===== src/rtl/oled_pkg.sv =====
// Shared definitions for the OLED SPI byte arbiter: FSM state encoding,
// owner/grant index constants and a small owner-to-grant helper.
package oled_pkg;

    // Arbiter FSM states
    typedef enum logic [1:0] {
        ST_IDLE       = 2'd0,
        ST_ISSUE      = 2'd1,
        ST_WAIT_START = 2'd2,
        ST_WAIT_DONE  = 2'd3
    } state_t;

    // Bit positions inside the one-hot grant vector
    localparam int GNT_A_IDX = 0;
    localparam int GNT_B_IDX = 1;

    // Owner identifiers (single bit, A = init/command, B = frame stream)
    localparam logic OWNER_A = 1'b0;
    localparam logic OWNER_B = 1'b1;

    // Grant value when nobody owns the SPI master
    localparam logic [1:0] GNT_NONE = 2'b00;

    // One-hot grant vector for a given owner
    function automatic logic [1:0] owner_to_grant(input logic owner);
        logic [1:0] g;
        g            = GNT_NONE;
        g[GNT_A_IDX] = (owner == OWNER_A);
        g[GNT_B_IDX] = (owner == OWNER_B);
        return g;
    endfunction

endpackage


===== src/rtl/oled_spi_arbiter.sv =====
// Two-requester byte arbiter in front of an SPI master for an OLED panel.
// Requester A carries init/command traffic, B streams frame data. Owners may
// lock the bus for bursts of up to MAX_BURST bytes; a missing send_busy rise
// within START_TO cycles aborts the byte with ack+err.
module oled_spi_arbiter
    import oled_pkg::*;
#(
    parameter int MAX_BURST = 16,
    parameter int START_TO  = 8
) (
    input  logic       clk,
    input  logic       rst,
    input  logic       a_req,
    input  logic       b_req,
    input  logic       a_lock,
    input  logic       b_lock,
    input  logic       a_dc,
    input  logic       b_dc,
    input  logic [7:0] a_data,
    input  logic [7:0] b_data,
    output logic       a_ack,
    output logic       b_ack,
    output logic       err,
    output logic [1:0] grant,
    output logic       send_en,
    output logic       send_dc,
    output logic [7:0] send_data,
    input  logic       send_busy
);

    // Timer counts 0..START_TO-1 inside WAIT_START
    localparam int TW = (START_TO > 1) ? $clog2(START_TO) : 1;
    localparam logic [TW-1:0] TIMER_LAST = TW'(START_TO - 1);

    // Burst counter holds 0..MAX_BURST bytes of the current ownership run
    localparam int BW = $clog2(MAX_BURST + 1);
    localparam logic [BW-1:0] BURST_MAX = BW'(MAX_BURST);

    state_t          r_state;
    logic            r_owner;
    logic            r_last;
    logic            r_lock;
    logic [BW-1:0]   r_burst;
    logic [TW-1:0]   r_timer;
    logic            r_a_ack;
    logic            r_b_ack;
    logic            r_err;
    logic [1:0]      r_grant;
    logic            r_send_en;
    logic            r_send_dc;
    logic [7:0]      r_send_data;

    logic            w_owner_req;
    logic            w_owner_lock;
    logic            w_lock_keep;
    logic            w_evaluate;
    logic            w_has_win;
    logic            w_win;
    logic            w_win_dc;
    logic [7:0]      w_win_data;

    // Winner selection: a valid lock pins the owner, otherwise sole requester
    // or round-robin against the last served requester.
    always_comb begin
        w_owner_req  = (r_owner == OWNER_B) ? b_req  : a_req;
        w_owner_lock = (r_owner == OWNER_B) ? b_lock : a_lock;
        // Lock survives only while the owner keeps requesting and the burst
        // budget is not yet spent; a spent budget hands the tie to the other side.
        w_lock_keep  = r_lock && w_owner_req && (r_burst < BURST_MAX);
        // An ack in flight this cycle forces a one-cycle gap between bytes
        w_evaluate   = (r_state == ST_IDLE) && !(r_a_ack || r_b_ack);
        w_has_win    = 1'b0;
        w_win        = OWNER_A;
        if (w_lock_keep) begin
            w_has_win = 1'b1;
            w_win     = r_owner;
        end else if (a_req && b_req) begin
            w_has_win = 1'b1;
            w_win     = ~r_last;
        end else if (a_req) begin
            w_has_win = 1'b1;
            w_win     = OWNER_A;
        end else if (b_req) begin
            w_has_win = 1'b1;
            w_win     = OWNER_B;
        end
        w_win_dc   = (w_win == OWNER_B) ? b_dc   : a_dc;
        w_win_data = (w_win == OWNER_B) ? b_data : a_data;
    end

    // Arbiter FSM with all outputs registered
    always_ff @(posedge clk) begin
        if (rst) begin
            r_state     <= ST_IDLE;
            r_owner     <= OWNER_A;
            r_last      <= OWNER_B;
            r_lock      <= 1'b0;
            r_burst     <= '0;
            r_timer     <= '0;
            r_a_ack     <= 1'b0;
            r_b_ack     <= 1'b0;
            r_err       <= 1'b0;
            r_grant     <= GNT_NONE;
            r_send_en   <= 1'b0;
            r_send_dc   <= 1'b0;
            r_send_data <= 8'h00;
        end else begin
            r_a_ack   <= 1'b0;
            r_b_ack   <= 1'b0;
            r_err     <= 1'b0;
            r_send_en <= 1'b0;
            case (r_state)
                ST_IDLE: begin
                    if (w_evaluate) begin
                        if (!w_lock_keep) begin
                            r_lock <= 1'b0;
                        end
                        if (w_has_win) begin
                            r_state     <= ST_ISSUE;
                            r_send_en   <= 1'b1;
                            r_send_dc   <= w_win_dc;
                            r_send_data <= w_win_data;
                            r_owner     <= w_win;
                            r_last      <= w_win;
                            r_grant     <= owner_to_grant(w_win);
                            r_burst     <= w_lock_keep ? (r_burst + BW'(1)) : BW'(1);
                        end else begin
                            r_grant <= GNT_NONE;
                            r_burst <= '0;
                        end
                    end
                end
                ST_ISSUE: begin
                    // Lock intent is taken from the owner while its byte is issued
                    r_lock  <= w_owner_lock;
                    r_timer <= '0;
                    r_state <= ST_WAIT_START;
                end
                ST_WAIT_START: begin
                    if (send_busy) begin
                        r_state <= ST_WAIT_DONE;
                    end else if (r_timer == TIMER_LAST) begin
                        // START_TO full cycles without busy: abort the byte
                        r_a_ack <= (r_owner == OWNER_A);
                        r_b_ack <= (r_owner == OWNER_B);
                        r_err   <= 1'b1;
                        r_lock  <= 1'b0;
                        r_burst <= '0;
                        r_grant <= GNT_NONE;
                        r_state <= ST_IDLE;
                    end else begin
                        r_timer <= r_timer + TW'(1);
                    end
                end
                ST_WAIT_DONE: begin
                    if (!send_busy) begin
                        r_a_ack <= (r_owner == OWNER_A);
                        r_b_ack <= (r_owner == OWNER_B);
                        if (!r_lock) begin
                            r_grant <= GNT_NONE;
                        end
                        r_state <= ST_IDLE;
                    end
                end
                default: begin
                    r_state <= ST_IDLE;
                end
            endcase
        end
    end

    assign a_ack     = r_a_ack;
    assign b_ack     = r_b_ack;
    assign err       = r_err;
    assign grant     = r_grant;
    assign send_en   = r_send_en;
    assign send_dc   = r_send_dc;
    assign send_data = r_send_data;

endmodule


===== config.mk =====
export PLATFORM = sky130hd
export DESIGN_NAME = oled_spi_arbiter
export DESIGN_NICKNAME = d
export VERILOG_FILES = /design/src/rtl/oled_pkg.sv /design/src/rtl/oled_spi_arbiter.sv
export SDC_FILE = /design/constraint.sdc
export NUM_CORES = 1
export LEC_CHECK = 0
export BUFFER_PORTS_ARGS = -buffer_cell sky130_fd_sc_hd__buf_2
export CELL_PAD_IN_SITES_DETAIL_PLACEMENT = 0
export CELL_PAD_IN_SITES_GLOBAL_PLACEMENT = 2
export CORE_UTILIZATION = 31
export CTS_CLUSTER_DIAMETER = 50
export DETAILED_ROUTE_END_ITERATION = 8
export PLACE_DENSITY = 0.77
export SETUP_SLACK_MARGIN = 0.3
export SYNTH_ARGS = -nofsm -noshare
export SYNTH_HDL_FRONTEND = slang
export SYNTH_SLANG_ARGS = --single-unit

===== constraint.sdc =====
create_clock -name clk -period 2.6 [get_ports clk]
set_input_delay 0.39 -clock clk [delete_from_list [all_inputs] [get_ports clk]]
set_output_delay 0.39 -clock clk [all_outputs]
set_load 0.02 [all_outputs]

# Word level (Yosys, flattened, before mapping)
# Index checks and enable logic that the tools add are counted.
# W data, S select, Z words.
# op_classes
n_lt_le_gt_ge	1
n_reduce_logical	19
muxes	47
n_addsub	2
bitwise_logic	6
n_eq_ne	13
# op_table
operator	n
$mux W5	5
$mux W1	22
$mux W2	10
$ne A2 B2 Y1 const B	8
$pmux W5 S2	1
$mux W8	1
$pmux W2 S4	1
$reduce_and A4 Y1	2
$mux W3	2
$not A1 Y1	6
$pmux W2 S3	1
$pmux W3 S2	1
$reduce_and A3 Y1	2
$reduce_and A6 Y1	1
$reduce_bool A3 Y1	2
$reduce_or A3 Y1	2
$add A5 B1 Y5 const B	1
$lt A5 B5 Y1 const B	1
$reduce_and A5 Y1	1
$eq A2 B2 Y1 const B	2
$logic_and A1 B1 Y1	4
$pmux W1 S2	2
$reduce_bool A2 Y1	2
$add A3 B1 Y3 const B	1
other kinds (7)	7
# word_totals
ff_bits	28
wordCells	101
output_inout_bits	15

# Depth between registers and ports, before layout
# Gate-level depths: netlist (run 1).
# logic_depth
word_depth	8
depth_mapped	6
depth_no_buf	6

# Worst setup path after synthesis (run 1)
# No wires, ideal clock.
# synth_path
kind	register to register
start	register r_b_ack, in the netlist b_ack
end	register r_grant[0], in the netlist grant[0]
slack_ns	1.038
synth_period_minus_slack_ns	1.562
stages_incl_launch_ff	5
arrival_time_ns	1.473
cell_sequence	dfxtp_1 or3_4 or3_1 buf_2 o32ai_2
# synth_via
elab_chain_len	5
# synth_rtl
item	line_no	source
from (decl)	oled_spi_arbiter.sv:46	logic r_b_ack;
from (signal assigned)	oled_spi_arbiter.sv:145	r_b_ack <= (r_owner == OWNER_B);
from (signal assigned)	oled_spi_arbiter.sv:158	r_b_ack <= (r_owner == OWNER_B);
$logic_or A1 B1 Y1	oled_spi_arbiter.sv:71	w_evaluate = (r_state == ST_IDLE) && !(r_a_ack || r_b_ack);
$logic_not A1 Y1	oled_spi_arbiter.sv:71	
$logic_and A1 B1 Y1	oled_spi_arbiter.sv:71	
$ne A2 B2 Y1 (no source line)	n/a	
$reduce_and A6 Y1 (no source line)	n/a	
to (signal assigned)	oled_spi_arbiter.sv:125	r_grant <= owner_to_grant(w_win);
to (decl)	oled_spi_arbiter.sv:48	logic [1:0] r_grant;
# Every way passes these cells.
# A chain may end at the register's enable or synchronous reset.

# Final worst setup path (run 1)
# layout_path
start	register r_state[1]
end	register r_send_data[2], in the netlist send_data[2]
# layout_via
elab_chain_len	3
# layout_rtl
item	line_no	source
from (decl)	oled_spi_arbiter.sv:39	state_t r_state;
from (signal assigned)	oled_spi_arbiter.sv:94	r_state <= ST_IDLE;
from (signal assigned)	oled_spi_arbiter.sv:119	r_state <= ST_ISSUE;
from (signal assigned)	oled_spi_arbiter.sv:137	r_state <= ST_WAIT_START;
$logic_not A2 Y1 (*)	oled_spi_arbiter.sv:71, oled_spi_arbiter.sv:112	
$logic_and A1 B1 Y1	oled_spi_arbiter.sv:71	
$reduce_and A3 Y1 (no source line) (*)	n/a	
to (signal assigned)	oled_spi_arbiter.sv:122	r_send_data <= w_win_data;
to (decl)	oled_spi_arbiter.sv:51	logic [7:0] r_send_data;
# Every way passes the cells marked *; elsewhere a longest branch is shown, timed or not.

==> results of run 1 <==
==> state kept, by name (all words and copies together) (netlist names) <==
signal,cells
r_lock,1
err,1
send_en,1
a_ack,1
r_owner,1
grant,2
b_ack,1
r_state,2
r_last,1
send_dc,1
r_timer,3
send_data,8
r_burst,5
==> worst min path at each step <==
| stage | from | endpoint | slack [ps] | cells after the start |
|---|---|---|---|---|
| 2_1_floorplan | r_burst[4]$_SDFFE_PP0P_ | r_burst[4]$_SDFFE_PP0P_ | 440 | 2 |
| 3_3_place_gp | r_burst[4]$_SDFFE_PP0P_ | r_burst[4]$_SDFFE_PP0P_ | 450 | 2 |
| 3_5_place_dp | r_burst[4]$_SDFFE_PP0P_ | r_burst[4]$_SDFFE_PP0P_ | 470 | 2 |
| 4_1_cts | send_busy | r_state[0]$_SDFFE_PP0P_ | 380 | 3 |
| 5_1_grt | send_busy | r_state[0]$_SDFFE_PP0P_ | 430 | 3 |
| 6_report | send_busy | r_state[0]$_SDFFE_PP0P_ | 400 | 3 |
==> power by group through the flow <==
stage	clock (mW)	sequential (mW)	combinational (mW)
4_1_cts	0.281	0.500	0.249
6_report	0.270	0.500	0.245
3_3_place_gp	0	0.509	0.243
5_1_grt	0.293	0.506	0.272
2_1_floorplan	0	0.535	0.152
3_5_place_dp	0	0.509	0.250
==> synth_stat cells (all sizes together) <==
cell type	number	area, um2
a211oi	9	67.6
a21o	1	7.51
a21oi	12	60.1
a2bb2oi	1	8.76
a311oi	1	15.0
a41oi	1	8.76
and3	2	12.5
buf	3	27.5
clkbuf	4	15.0
dfxtp	28	561
ha	4	50.1
inv	1	3.75
mux2i	11	110
nand2	8	32.5
nand2b	6	37.5
nand3	5	25.0
nand3b	1	7.51
nand4b	2	17.5
nor2	17	63.8
nor2b	1	6.26
nor3	3	26.3
nor3b	1	7.51
nor4	3	18.8
nor4b	1	8.76
nor4bb	1	10.0
o21ai	4	20.0
o21bai	1	7.51
o22ai	1	6.26
o32ai	1	16.3
or2	1	6.26
or2b	1	7.51
or3	3	23.8
==> stage by stage <==
| stage | hold slack (ps) | util (%) |
|---|---|---|
| 2_1_floorplan | 440 | - |
| 3_3_place_gp | 454 | 38.0 |
| 3_5_place_dp | 466 | 38.0 |
| 4_1_cts | 385 | 39.3 |
| 5_1_grt | 432 | 39.3 |
| 6_report | 396 | 39.3 |
==> per-layer routing <==
metal	global-route usage (%)	up-vias	part of all wire [%]	routed length (um)
met3	4.11	5	5.6	162
li1	-	581	-	-
met1	16.5	512	44	1270
met4	4.79	0	1.3	39
met2	26.3	36	49	1440
met5	0	-	0	0
==> worst min-delay path, stage by stage <==
cell,delay (ps)
buf_2,120
nand2_1,60
a21oi_1,60
==> cells in the final DEF (no fill, tap or decap), drive strengths merged, types with 5 or more instances in the layout <==
cell type / n
nand2: 8
a211oi: 9
nand2b: 6
buf: 40
a21oi: 12
nor2: 17
nand3: 5
dfxtp: 28
mux2i: 11
==> area by class of cell <==
| cell class | count | share of cell area [%] |
|---|---|---|
| multi-input cells | 103 | 43.8 |
| well taps | 50 | 3.97 |
| inverters | 1 | 0.238 |
| repair buffers | 40 | 12.9 |
| clock buffers | 4 | 3.50 |
| flip-flops and latches | 28 | 35.6 |
==> cells by family after synthesis <==
group / share of synthesized area, %
and+or+nand+nor: 24.0
AOI/OAI and AO/OA: 16.8
DFF: 43.2
muxes: 8.49
buffers and inverters: 3.57
adders and majority gates: 3.86
==> run summary, run 1 <==
The floorplan step defined a core boundary enclosing 4000 um2. The initial antenna violation count was 0. TritonCTS built the clock tree.

The final layout net count was 206. The final critical-path share of the clock period is 68.5%, and the number of inserted diodes is 0. The switching part of the total power is 30.7%. For the number of H-tree branching levels, the log shows 1. Area growth from synthesis to final layout: 21.4%. The tools report the beginning of the worst register-to-register path as r_state[1]$_SDFFE_PP0P_. The required time of the critical path is 2790 ps, and the count of port buffers added during placement is 39. The initial core utilization was 32.4%; the gate count after technology mapping was 139.

Final number of max-transition violations: 0. The number of buffers created by CTS is 3. Global routing consumed, over all layers together, 14.7% of the routing resources. The tools report the total power of the final layout as 1.01 mW. Largest net degree at the start of global routing: 31. The critical path is of the register to register type. The critical path ends at send_data[2]$_SDFFE_PP0P_.

The number of buffers and inverters on the critical path is 0. In this run the cell area of the synthesized design comes to 1300 um2. At the end of routability-driven placement, the weighted congestion stood at 0.727.

Excluding fillers, the count of instances in the completed layout stands at 226. Combinational logic burns 24.2% of the power. For flop-to-flop paths, the worst setup slack is 820 ps. The kind of end point of the critical path is a register. The clock passes through at most 2 buffers. Floorplan row count: 23.

In this run the worst setup path begins at r_state[1]$_SDFFE_PP0P_. In this run the post-CTS setup repair buffer count came out at 0. In this run the critical register-to-register path is captured at send_data[2]$_SDFFE_PP0P_.

The tools report the total nets after synthesis as 168. Number of nets still failing antenna checks after routing: 0. After global routing the overflow that remains totals 0.

The average routed wire per standard cell was 12.8 um; the number of vias per cell after detailed routing was 5.02. The run gives 0.370 mV as the peak supply drop. The DRC violation count after routing was 0; the post-cts sizing count was 0. During I/O placement, the number of pins put on the boundary was 40. The number of DRC markers in iteration 0 came out at 37. The startpoint class of the critical path was a register. On the final layout, the worst clock skew is 4.01 ps. Data arrives at the worst endpoint at 1970 ps. The clock network burns 26.6% of the power. The total placed instance area is 1520 um2. After clock tree synthesis, the clock-pin slew on the worst setup and hold paths is 90 ps. After detailed routing, the total wire length is 2900 um. The worst slew margin relative to its limit was 55.0%; the max-cap check violation count was 0. Across the whole layout, storage elements account for 561 um2. The critical path crosses 4 cells after its start point.

Cell internal power dissipation: 0.703 mW. The min-delay analysis places its worst path in the category input port to register. Clock latency on the worst-skew pair, taken at its later pin, is 270 ps.

The share of final-layout standard cells stronger than drive strength 1 works out to 28.4%. Measured along the y axis, the die boundary spans 66.7 um. Including well taps, the total number of placed cells is 222. Along the worst path, the maximum fanout reaches 19. The logs give 4910 um for the wire length of the first global-routing pass and 0 for the yosys synthesis warning count.

Actual slew at the worst max-slew pin: 673 ps. The tools report the highest attainable clock frequency as 561 MHz. The tools report the cell chosen for the clock root as clkbuf_8. The die extent in x works out to 66.7 um. The slowest stage of the critical path belongs to the cell nor3_4. The logs give 2190 um for the half-perimeter wire length after placement and 0.312 mW for the net switching component of the power. Sequential cells burn 49.2% of the power. The tools report the detailed-router iteration count before antenna repair as 4. The count of hold buffers inserted by post-cts repair is 0, and the minimum period implied by the final worst setup slack is 1780 ps. The placement-stage worst setup slack came out at 783 ps.

The die covers 4440 um2. The run gives 1096 as the via count of the first global-routing pass. For the distinct cell type count after synthesis, the log shows 36. Setup repair after global routing left no endpoint under its margin.

In the final layout, the multi-input gates occupy 689 um2. The critical path goes through or3_4 > nor3_4 > nor2_1 > a211oi_1. In this design, the stage delay of the slowest critical-path cell is 580 ps. For the final setup TNS, the log shows 0 ps. Among cell families on the critical path, the largest total delay comes from simple AND/OR/NAND/NOR gates. Measured in cells, the most critical reg-to-reg path has a length of 4.

For the detailed-route via count, the log shows 1134. The flow ran to the end, and the final reports show no timing, DRC or antenna violations. The filler cells instantiated in the layout total 413.

For this run, the register share of the synthesized area comes to 43.2%. The tools report the number of failing hold endpoints at the final stage as 0. In the post-route analysis, the smallest setup slack over all paths is 819 ps. Power spread over the standard cell area amounts to 645 nW/um2. The number of sinks on the clock net was 28; the flop and latch count out of synthesis was 28. After routing the design area is 1570 um2. Setup violations remaining at the end of the flow were counted as 0. For this design the static power due to leakage is 0.670 nW. A synthesized cell averages 9.33 um2.
(Power assumes the default switching activity.)
==> run 2, diff against run 1 <==
CORE_UTILIZATION = 26   (was 31)
PLACE_DENSITY = 0.69   (was 0.77)
clock period = 1.6 ns   (was 2.6 ns; I/O delays follow)
==> run 2 against run 1 <==
  * Non-clock buffer count increased by 17
  * Clock power increased by 84%
  * Sequential power increased by 61%
  * Critical path depth increased by 3
  * Power increased by 93%
  * Via count increased by 9.0%
==> run summary, run 2 (synthesis results as in run 1) <==
The flip-flop count of the largest register, all copies and words added works out to 8 (unchanged). The critical path data arrival time is 1720 ps (-250 ps), and the number of nets still failing antenna checks after routing is 0 (unchanged). The minimum period implied by the final worst setup slack is 1510 ps (-268 ps), and the number of H-tree branching levels is 1 (unchanged). Average routed wire per standard cell: 14.0 um (+8.9%). The die extent in x was 72.6 um (+8.9%); the number of failing hold endpoints at the final stage was 0 (unchanged).

The run gives 0 (unchanged) as the count of final setup violators. Commonest non-fill, non-tap cell in the layout: buf_2. The run gives 1.96 mW (+93%) as the total power of the final layout. The final critical-path share of the clock period was 94.6% (+26 points); the half-perimeter wire length after placement was 2520 um (+15%).

The number of DRC markers in iteration 0 was 26 (-30%). The final setup TNS came out at 0 ps (unchanged). The wire length of the first global-routing pass is 5420 um (+11%), and the placer's final routability congestion estimate is 0.791 (+8.8%). The logs give 863 um2 (+25%) for the multi-input combinational cell area and 40 (unchanged) for the I/O pin total. The DRC violation count after routing was 0 (unchanged); the total global routing track utilization was 13.5% (-1.2 points). The area growth from synthesis to final layout is 54.6%. The tools report the leftover overflow at the end of global routing as 0 (unchanged).

Counting stages on the worst path, the most repeated cell is ha_4. Busiest layer in global routing: met2. Number of buffers created by CTS: 3 (unchanged). The number of sinks on the clock net was 28 (unchanged); the actual slew at the worst max-slew pin was 459 ps (-215 ps). The tools report the routed wire length as 3640 um (+25%). The detailed-route via count was 1236 (+9.0%). Total power per unit cell area: 976 nW/um2 (+51%). The count of port buffers added during placement works out to 39 (unchanged). TritonCTS built the clock tree. Walking the worst path, the cells encountered are ha_4 > ha_4 > nand3b_1 > a21o_1 > buf_6 > nand2_1 > a21oi_1. Largest fanout of any net on the critical path: 5 (-14).

Setup repair after global routing could not meet its margin everywhere. The utilization after layout is 42.2% (+2.8 points), and the share of final-layout standard cells stronger than drive strength 1 is 56.0% (+28 points). The logs give 27.3% (-5.1 points) for the initial core utilization and 2.62% (-1.5 points) for the global routing met3 resource utilization. For the via count of the first global-routing pass, the log shows 1215 (+11%).

Required time of the critical path: 1800 ps (-990 ps). The final layout net count was 223 (+8.3%); the final worst clock skew was 8.21 ps (+4.20 ps). The floorplan row count is 25 (+8.7%). STA classifies the critical path startpoint as a register. The peak supply drop was 0.364 mV (-1.4%). The largest net degree at the start of global routing is 20 (-35%), and the static power due to leakage is 0.816 nW (+22%). The run gives 24.3% (-2.0 points) as the met2 capacity usage during global routing. The run gives 280 ps (about the same) as the later-pin clock latency in the skew report. In this run the worst hold path is classified as input port to register. The run finished with clean final reports. For the initial antenna violation count, the log shows 0 (unchanged).

The logs give 15.0% (-1.5 points) for the met1 track utilization from global routing and 486 (+18%) for the number of filler instances in the final layout. The number of inserted diodes was 0 (unchanged); the delay of the slowest cell on the worst path was 370 ps (-210 ps). For the largest buffer count on any clock path, the log shows 2 (unchanged).

The max-cap check violation count was 0 (unchanged); the die span in y was 72.6 um (+8.9%). The number of vias per cell after detailed routing is 4.75 (-5.3%). For the highest attainable clock frequency, the log shows 661 MHz (+18%). The cell with the largest stage delay on the worst path was dfxtp_4. The detailed-router iteration count before antenna repair was 4 (unchanged). The tools report the final hold slack as 259 ps (-138 ps). The clock-pin slew of the registers on the worst-case setup and hold paths is 100 ps (about the same), and the total die area is 5270 um2 (+19%).

The area of the core came out at 4750 um2 (+19%). The run gives 68.6% (+14 points) as the worst slew margin relative to its limit. The worst setup path is captured at a register. The tools report the area of all sequential standard cells as 577 um2 (+2.9%). The worst setup path is of the register to register kind.

The cell chosen for the clock root is clkbuf_8. The run gives 0 (unchanged) as the final number of max-transition violations. In the layout the commonest cells are 39 x buf_2, 21 x dfxtp_1, 12 x nor2_1, 11 x mux2i_1, 11 x buf_4.
[run 2: cell types whose count changed in the layout (fill, tap and decap cells not counted), sizes merged]
cell    previous run  this run
buf               40        55
clkbuf             4         6
[run 2: per-stage QoR]
step	worst slack, ps	area [um2]	cells
2_1_floorplan	59.9	1400	139
3_3_place_gp	65.0	1700	244
3_5_place_dp	8.66	1700	244
4_1_cts	102	1840	252
5_1_grt	44.2	2000	260
6_report	87.1	2000	260
[run 2: power by group]
part           total [mW]  leakage, nW  internal [mW]  switching [mW]
clock network       0.498       0.0339          0.273           0.226
logic               0.651        0.548          0.313           0.339
registers           0.807        0.234          0.761          0.0459
total                1.96        0.816           1.35           0.610
[run 2: final timing paths]
check | slack [ps] | start | endpoint | cells past startpoint
worst max-delay path | 90 | r_timer[0]$_SDFFE_PP0P_ | r_burst[4]$_SDFFE_PP0P_ | 7
worst max register to register | 90 | r_timer[0]$_SDFFE_PP0P_ | r_burst[4]$_SDFFE_PP0P_ | 7
worst min register to register | 490 | r_burst[3]$_SDFFE_PP0P_ | r_burst[3]$_SDFFE_PP0P_ | 2
worst min-delay path | 260 | send_busy | r_state[0]$_SDFFE_PP0P_ | 3
[run 2: routing by layer]
layer	vias to the layer above	routed length (um)	share of wire [%]
met5	-	0	0
met2	31	1800	50
met1	587	1610	44
met4	0	38	1.0
met3	4	180	5.0
li1	614	-	-
[run 2: critical path, delay by kind of cell, from the launching register on]
family,cells,cell delay (ps)
compound gates,2,400
flops,1,370
buf+inv,1,140
simple gates,2,200
fa+ha+maj,2,330
[run 2: layout make-up]
class | count | area share [%]
clock buffer | 4 | 3.31
inverter | 1 | 0.187
multi-input combinational | 103 | 43.1
sequential | 28 | 28.8
tap | 67 | 4.18
timing repair buffer | 57 | 20.5
[run 2: timing repair]
item | 4_1_cts | 5_1_grt
hold buffers | 0 | 0
resized for setup | 15 | 17
endpoints found under the setup margin | 24 | 26
pin swaps | 13 | 4
gates cloned | 0 | 2
setup buffers | 4 | 6
